### src/rtl/counting_logic.sv
// 12-hour BCD time-of-day counter for the alarm clock: loadable, advances one
// minute per one_minute strobe, resets to 12:00 AM.
module counting_logic (
    input  logic [3:0] new_current_time_ls_min,
    input  logic [3:0] new_current_time_ms_min,
    input  logic [3:0] new_current_time_ls_hr,
    input  logic [3:0] new_current_time_ms_hr,
    input  logic       new_current_time_AM,
    input  logic       load_new_c,
    input  logic       reset,
    input  logic       clk,
    input  logic       one_minute,
    output logic [3:0] current_time_ls_min,
    output logic [3:0] current_time_ms_min,
    output logic [3:0] current_time_ls_hr,
    output logic [3:0] current_time_ms_hr,
    output logic       current_time_AM
);

    logic [3:0] nxt_ls_min, nxt_ms_min, nxt_ls_hr, nxt_ms_hr;
    logic       nxt_am;

    // Next time one minute later. Out-of-range digits saturate into the
    // rollover branch so a bad load can never wedge the counter.
    always_comb begin
        nxt_ls_min = current_time_ls_min;
        nxt_ms_min = current_time_ms_min;
        nxt_ls_hr  = current_time_ls_hr;
        nxt_ms_hr  = current_time_ms_hr;
        nxt_am     = current_time_AM;
        if (current_time_ls_min >= 4'd9) begin
            nxt_ls_min = 4'd0;
            if (current_time_ms_min >= 4'd5) begin
                nxt_ms_min = 4'd0;
                if (current_time_ms_hr == 4'd0) begin
                    if (current_time_ls_hr >= 4'd9) begin
                        nxt_ms_hr = 4'd1;
                        nxt_ls_hr = 4'd0;
                    end else begin
                        nxt_ls_hr = current_time_ls_hr + 4'd1;
                    end
                end else if (current_time_ms_hr == 4'd1 && current_time_ls_hr == 4'd0) begin
                    nxt_ls_hr = 4'd1;
                end else if (current_time_ms_hr == 4'd1 && current_time_ls_hr == 4'd1) begin
                    nxt_ls_hr = 4'd2;
                    nxt_am    = ~current_time_AM;
                end else begin
                    // 12 and anything beyond it wrap to 01
                    nxt_ms_hr = 4'd0;
                    nxt_ls_hr = 4'd1;
                end
            end else begin
                nxt_ms_min = current_time_ms_min + 4'd1;
            end
        end else begin
            nxt_ls_min = current_time_ls_min + 4'd1;
        end
    end

    always_ff @(posedge clk) begin
        if (reset) begin
            current_time_ms_hr  <= 4'd1;
            current_time_ls_hr  <= 4'd2;
            current_time_ms_min <= 4'd0;
            current_time_ls_min <= 4'd0;
            current_time_AM     <= 1'b1;
        end else if (load_new_c) begin
            current_time_ms_hr  <= new_current_time_ms_hr;
            current_time_ls_hr  <= new_current_time_ls_hr;
            current_time_ms_min <= new_current_time_ms_min;
            current_time_ls_min <= new_current_time_ls_min;
            current_time_AM     <= new_current_time_AM;
        end else if (one_minute) begin
            current_time_ms_hr  <= nxt_ms_hr;
            current_time_ls_hr  <= nxt_ls_hr;
            current_time_ms_min <= nxt_ms_min;
            current_time_ls_min <= nxt_ls_min;
            current_time_AM     <= nxt_am;
        end
    end

endmodule

### config.mk
export PLATFORM = sky130hd
export DESIGN_NAME = counting_logic
export DESIGN_NICKNAME = d
export VERILOG_FILES = /design/src/rtl/counting_logic.sv
export SDC_FILE = /design/constraint.sdc
export NUM_CORES = 1
export LEC_CHECK = 0
export CAP_MARGIN = 15
export CORE_MARGIN = 8
export CORE_UTILIZATION = 23
export CTS_CLUSTER_DIAMETER = 50
export DETAILED_ROUTE_END_ITERATION = 8
export HOLD_SLACK_MARGIN = 0.12
export REMOVE_ABC_BUFFERS = 1
export SYNTH_ARGS = -nofsm -noshare
export SYNTH_HDL_FRONTEND = slang
export SYNTH_SLANG_ARGS = --single-unit
### constraint.sdc
create_clock -name clk -period 1.7 [get_ports clk]
set_input_delay 0.34 -clock clk [delete_from_list [all_inputs] [get_ports clk]]
set_output_delay 0.34 -clock clk [all_outputs]
set_load 0.02 [all_outputs]
==> Word-level counts from Yosys, hierarchy flattened <==
Index checks and enable logic that the tools add are counted.
Widths: inputs -> output; s select.
{ "classes": {"n_mul": 0, "muxes": 30, "reduce_logical": 12, "bitwise_logic": 1, "div": 0, "add_sub_neg": 3, "shifts": 0, "n_eq_ne": 7, "magnitude_cmp": 3} }
{ "ops": {"columns": ["operator", "count"], "rows": [
  ["$mux 4", 21],
  ["$add 4x1->4 const B", 3],
  ["$reduce_and 6->1", 2],
  ["$eq 4x1->1 const B", 2],
  ["$ge 4x4->1 const B", 2],
  ["$logic_not 4->1", 2],
  ["$reduce_bool 2->1", 4],
  ["$mux 1", 7],
  ["$ne 3x3->1 const B", 2],
  ["$ge 4x3->1 const B", 1],
  ["$mux 2", 2],
  ["$ne 2x2->1 const B", 2],
  ["$ne 3x2->1 const B", 1],
  ["$reduce_and 3->1", 1],
  ["$logic_and 1x1->1", 2],
  ["$reduce_and 2->1", 1],
  ["$not 1->1", 1]
]} }
{ "totals": {"latchBits": 0, "inputBits": 21, "ff_bits": 17, "output_inout_bits": 17, "ramBits": 0, "mem_bits_ro": 0, "memories": 0} }

==> Depth between registers and ports, before layout <==
Gate-level depths: netlist of the first run.
{ "logic_depth": {"word_depth": 9, "depth_mapped": 7, "mapped_depth_nobuf": 6} }

==> Least setup slack after synthesis of the first run <==
Ideal clock, no wire load.
{ "synth_timing": {"path_type": "flip-flop to flip-flop", "from": "register current_time_ms_min[1]", "to": "register current_time_ls_hr[1]", "synth_period_minus_slack_ns": 1.993, "setup_ns": 0.122, "arrival_ns": 1.871, "setup_slack_ns": -0.293, "stages_incl_launch_ff": 8, "n_path_buf": 1, "cell_sequence": "dfxtp_1 > inv_1 > ha_1 > nand2b_1 > a211oi_1 > clkbuf_1 > nor3_1 > a221o_1"} }
{ "synth_via": {"elab_chain_cells": 3} }
{ "synth_lines": {"columns": ["item", "line", "source"], "rows": [
  ["from (decl)", "14", "output logic [3:0] current_time_ms_min,"],
  ["from (signal assigned)", "70", "current_time_ms_min <= new_current_time_ms_min;"],
  ["from (signal assigned)", "76", "current_time_ms_min <= nxt_ms_min;"],
  ["$ge 4x3->1", "33", "if (current_time_ms_min >= 4'd5) begin"],
  ["$reduce_bool 2->1 (no source line)", null, null],
  ["$reduce_and 3->1 (no source line)", null, null],
  ["to (signal assigned)", "69", "current_time_ls_hr <= new_current_time_ls_hr;"],
  ["to (signal assigned)", "75", "current_time_ls_hr <= nxt_ls_hr;"],
  ["to (decl)", "15", "output logic [3:0] current_time_ls_hr,"]
]} }
No other way between the ends.
A chain may end at the register's enable or synchronous reset.

==> Final worst setup path of the first run <==
{ "layout_timing": {"from": "register current_time_ls_min[0]", "to": "register current_time_ls_hr[1]"} }
{ "layout_via": {"elab_chain_cells": 3} }
{ "layout_lines": {"columns": ["item", "line", "source"], "rows": [
  ["from (decl)", "13", "output logic [3:0] current_time_ls_min,"],
  ["from (signal assigned)", "71", "current_time_ls_min <= new_current_time_ls_min;"],
  ["from (signal assigned)", "77", "current_time_ls_min <= nxt_ls_min;"],
  ["$ge 4x4->1", "31", "if (current_time_ls_min >= 4'd9) begin"],
  ["$reduce_bool 2->1 (no source line)", null, null],
  ["$reduce_and 3->1 (no source line)", null, null]
]} }
No other way between the ends.

==> qor.csv, run 1 <==
metric,value,unit
IO Port Bufs,37,
Int Pwr,0.863,mW
Hold WC Path Type,reg2reg,
Worst EP required,1.85,ns
# IOs,38,
Clock Tree Buf Depth,2,
Syn Inst Count,130,
Post-Route WL,3.84,mm
CP Capture Type,register,
antenna violations before repair,0,
top cell type by total area after synthesis,dfxtp_1,
largest net degree at the start of global routing,22,
synth cell count leaders,"dfxtp_1, inv_1, ha_1, nor2_1, a21oi_1",
TritonCTS Buffers,3,
Synthesis Warnings,0,
Die Y-Extent,86.7,µm
initial DRC count,62,
global-route wire length before repair,6.40,mm
clk_skew,0.00380,ns
Net Sw Frac,0.332,
register area share after synthesis,0.296,
Relative slew margins,0.637,
core area,4790,µm²
GRT Util Overall,0.104,
post-synth top area share,0.296,
Die X,86.7,µm
clock power share,0.250,
synthesized area,1150,µm²
layout cells sized above 1,0.386,
setup_tns,-0.470,ns
sequential group share of total power,0.359,
fmax,565,MHz
vias in the first global route,1332,
post-synth cell types,40,
top_reg_cell synth,dfxtp_1,
"flops & latches, synth",17,
Fill cells,447,
ys async rst share,0,
Fin. Hold Viols,0,
switching power total,0.429,mW
area occupied by multi-input gates,848,µm²
row cnt,25,
global route total overflow,0,
die area,7520,µm²
type of the worst setup path,reg2reg,
ranking of synthesized cells by area,"dfxtp_1, ha_1, inv_1",
Nets,234,
Initial Utilization,0.240,
Comb power frac,0.391,
clk_lat worst skew,0.26,ns
Least-Margin Pin Slew,0.540,ns
failing checks,negative setup slack,
"Clk pin slew, worst setup/hold paths",0.08,ns
max-cap violations,0,
crit path max fanout,6,
crit share post-route,1.04,
Clock Tree Root,clkbuf_8,
cts hold-fix bufs,0,
via-per-instance ratio,4.78,
wire length per cell,14.3,µm
RSZ-0062 raised after global routing,yes,
final core utilization,0.430,
htree depth,1,
nature of the critical path startpoint,register,
pwr/cell area,627,nW/µm²
"count leader, synth",dfxtp_1,
GP Congestion,0.824,
Area Overhead vs Synth,79.0,%
Clock Sinks,17,
P_leak,0.862,nW
final worst slack,-0.0698,ns
DP HPWL,2.72,mm
crit path DAT,1.92,ns
number of synthesized flops with an enable pin,0,
status,finished with violations,
VDD IR max,0.361,mV
final setup vio count,10,
Post-route DRC,0,
count of final max-slew check failures,0,
diode count,0,
via count,1286,
Final ANT Viol Nets,0,
CTS tree,built,
syn_area_per_cell,8.85,µm²
sequential cell area,352,µm²
DR pass1 iterations,4,
final critical-path required period,1.77,ns
-- metal layers --
| layer | global-route usage | routed length (µm) |
|---|---|---|
| met1 | 0.123 | 1700 |
| met2 | 0.181 | 1950 |
| met3 | 0.0170 | 120 |
| met4 | 0.0423 | 73 |
| met5 | 0 | 0 |
-- worst max-delay path, stage by stage (launching register included) --
cell and delay (ns):
dfxtp_4 0.36, inv_2 0.05, ha_2 0.15, or3b_4 0.40
a31oi_4 0.35, nor3_2 0.07, a221o_1 0.29
-- metrics by stage --
stage	setup slack, ns	hold WS, ns	power, mW	area, µm²	instances
floorplan	-0.491	0.405	0.656	1110	123
global placement	-0.207	0.490	0.905	1820	260
detailed placement	-0.235	0.489	0.907	1820	260
CTS	-0.0514	0.502	1.26	1960	269
global route	-0.136	0.546	1.36	2060	269
finish	-0.0698	0.496	1.29	2060	269
-- layout by cell type (no fill, tap or decap), drive strengths merged, types with 2 or more instances in the layout --
cell type and instances:
buf 37, clkdlybuf4s50 28, dfxtp 17, inv 13
a211oi 10, ha 10, nor2 9, a21oi 7
dlymetal6s2s 6, o21ai 6, nand2b 5, a221oi 5
nand2 5, nor4 4, o22ai 3, clkbuf 3
dlygate4sd2 3, or3b 3, a31oi 3, nor3 3
and3 2, o32ai 2, or2 2, a22oi 2
or3 2
-- path summary, 6_finish.rpt --
path                                             from                                  to  slack [ns]  depth (start not counted)
setup / recovery  current_time_ls_min[0]$_SDFFE_PP0P_  current_time_ls_hr[1]$_SDFFE_PP1P_       -0.07                          6
hold / removal     current_time_ms_hr[3]$_SDFFE_PP0P_  current_time_ms_hr[3]$_SDFFE_PP0P_        0.50                          2
setup reg to reg  current_time_ls_min[0]$_SDFFE_PP0P_  current_time_ls_hr[1]$_SDFFE_PP1P_       -0.07                          6
hold reg to reg    current_time_ms_hr[3]$_SDFFE_PP0P_  current_time_ms_hr[3]$_SDFFE_PP0P_        0.50                          2
-- power groups by stage --
stage               Sequential (mW)  Combinational (mW)  Clock [mW]
global route                  0.469               0.544       0.345
finish                        0.463               0.505       0.323
floorplan                     0.504               0.152           0
CTS                           0.461               0.475       0.327
global placement              0.465               0.440           0
detailed placement            0.465               0.442           0
-- cells by family after synthesis --
group                      Yosys count  share of synthesized area
AOI/OAI and AO/OA                   43                      0.316
xor gates and xnor gates             1                    0.00762
and+or+nand+nor                     38                      0.190
adders and majority gates           10                      0.109
muxes                                1                    0.00871
DFF                                 17                      0.296
buffers and inverters               20                     0.0729
-- sequential cells by signal, summed over array words and instances, names as in the netlist --
register	flops
current_time_AM	1
current_time_ls_min	4
current_time_ms_min	4
current_time_ms_hr	4
current_time_ls_hr	4
-- timing repair --
| item | in CTS | in global routing |
|---|---|---|
| setup endpoints to repair | 18 | 24 |
| setup buffers | 3 | 1 |
| resized for setup | 22 | 28 |
| pin swaps | 12 | 12 |
| cloned | 2 | 0 |
| endpoints found under the hold margin | 0 | 0 |
-- layout make-up --
cell class	instances	area share
Timing Repair Buffer	74	0.328
Clock inverter	1	0.00365
Inverter	13	0.0249
Clock buffer	3	0.0201
Multi-Input combinational cell	94	0.412
Tap cell	67	0.0407
Sequential cell	17	0.171
Power figures use the tool's default switching activity.
==> run 2: changes to the inputs <==
--- a/config.mk
+++ b/config.mk
@@ -8,7 +8,7 @@
 export CAP_MARGIN = 15
 export CORE_MARGIN = 8
 export CORE_UTILIZATION = 23
-export CTS_CLUSTER_DIAMETER = 50
+export CTS_CLUSTER_DIAMETER = 200
 export DETAILED_ROUTE_END_ITERATION = 8
 export HOLD_SLACK_MARGIN = 0.12
 export REMOVE_ABC_BUFFERS = 1
==> results of run 2 <==
The final DEF is identical to that of run 1; final timing and power are the same.
==> run 3: changes to the inputs <==
--- a/config.mk
+++ b/config.mk
@@ -12,6 +12,7 @@
 export DETAILED_ROUTE_END_ITERATION = 8
 export HOLD_SLACK_MARGIN = 0.12
 export REMOVE_ABC_BUFFERS = 1
+export SLEW_MARGIN = 20
 export SYNTH_ARGS = -nofsm -noshare
 export SYNTH_HDL_FRONTEND = slang
 export SYNTH_SLANG_ARGS = --single-unit
==> results of run 3 <==
The final DEF is identical to that of run 1; final timing and power are the same.
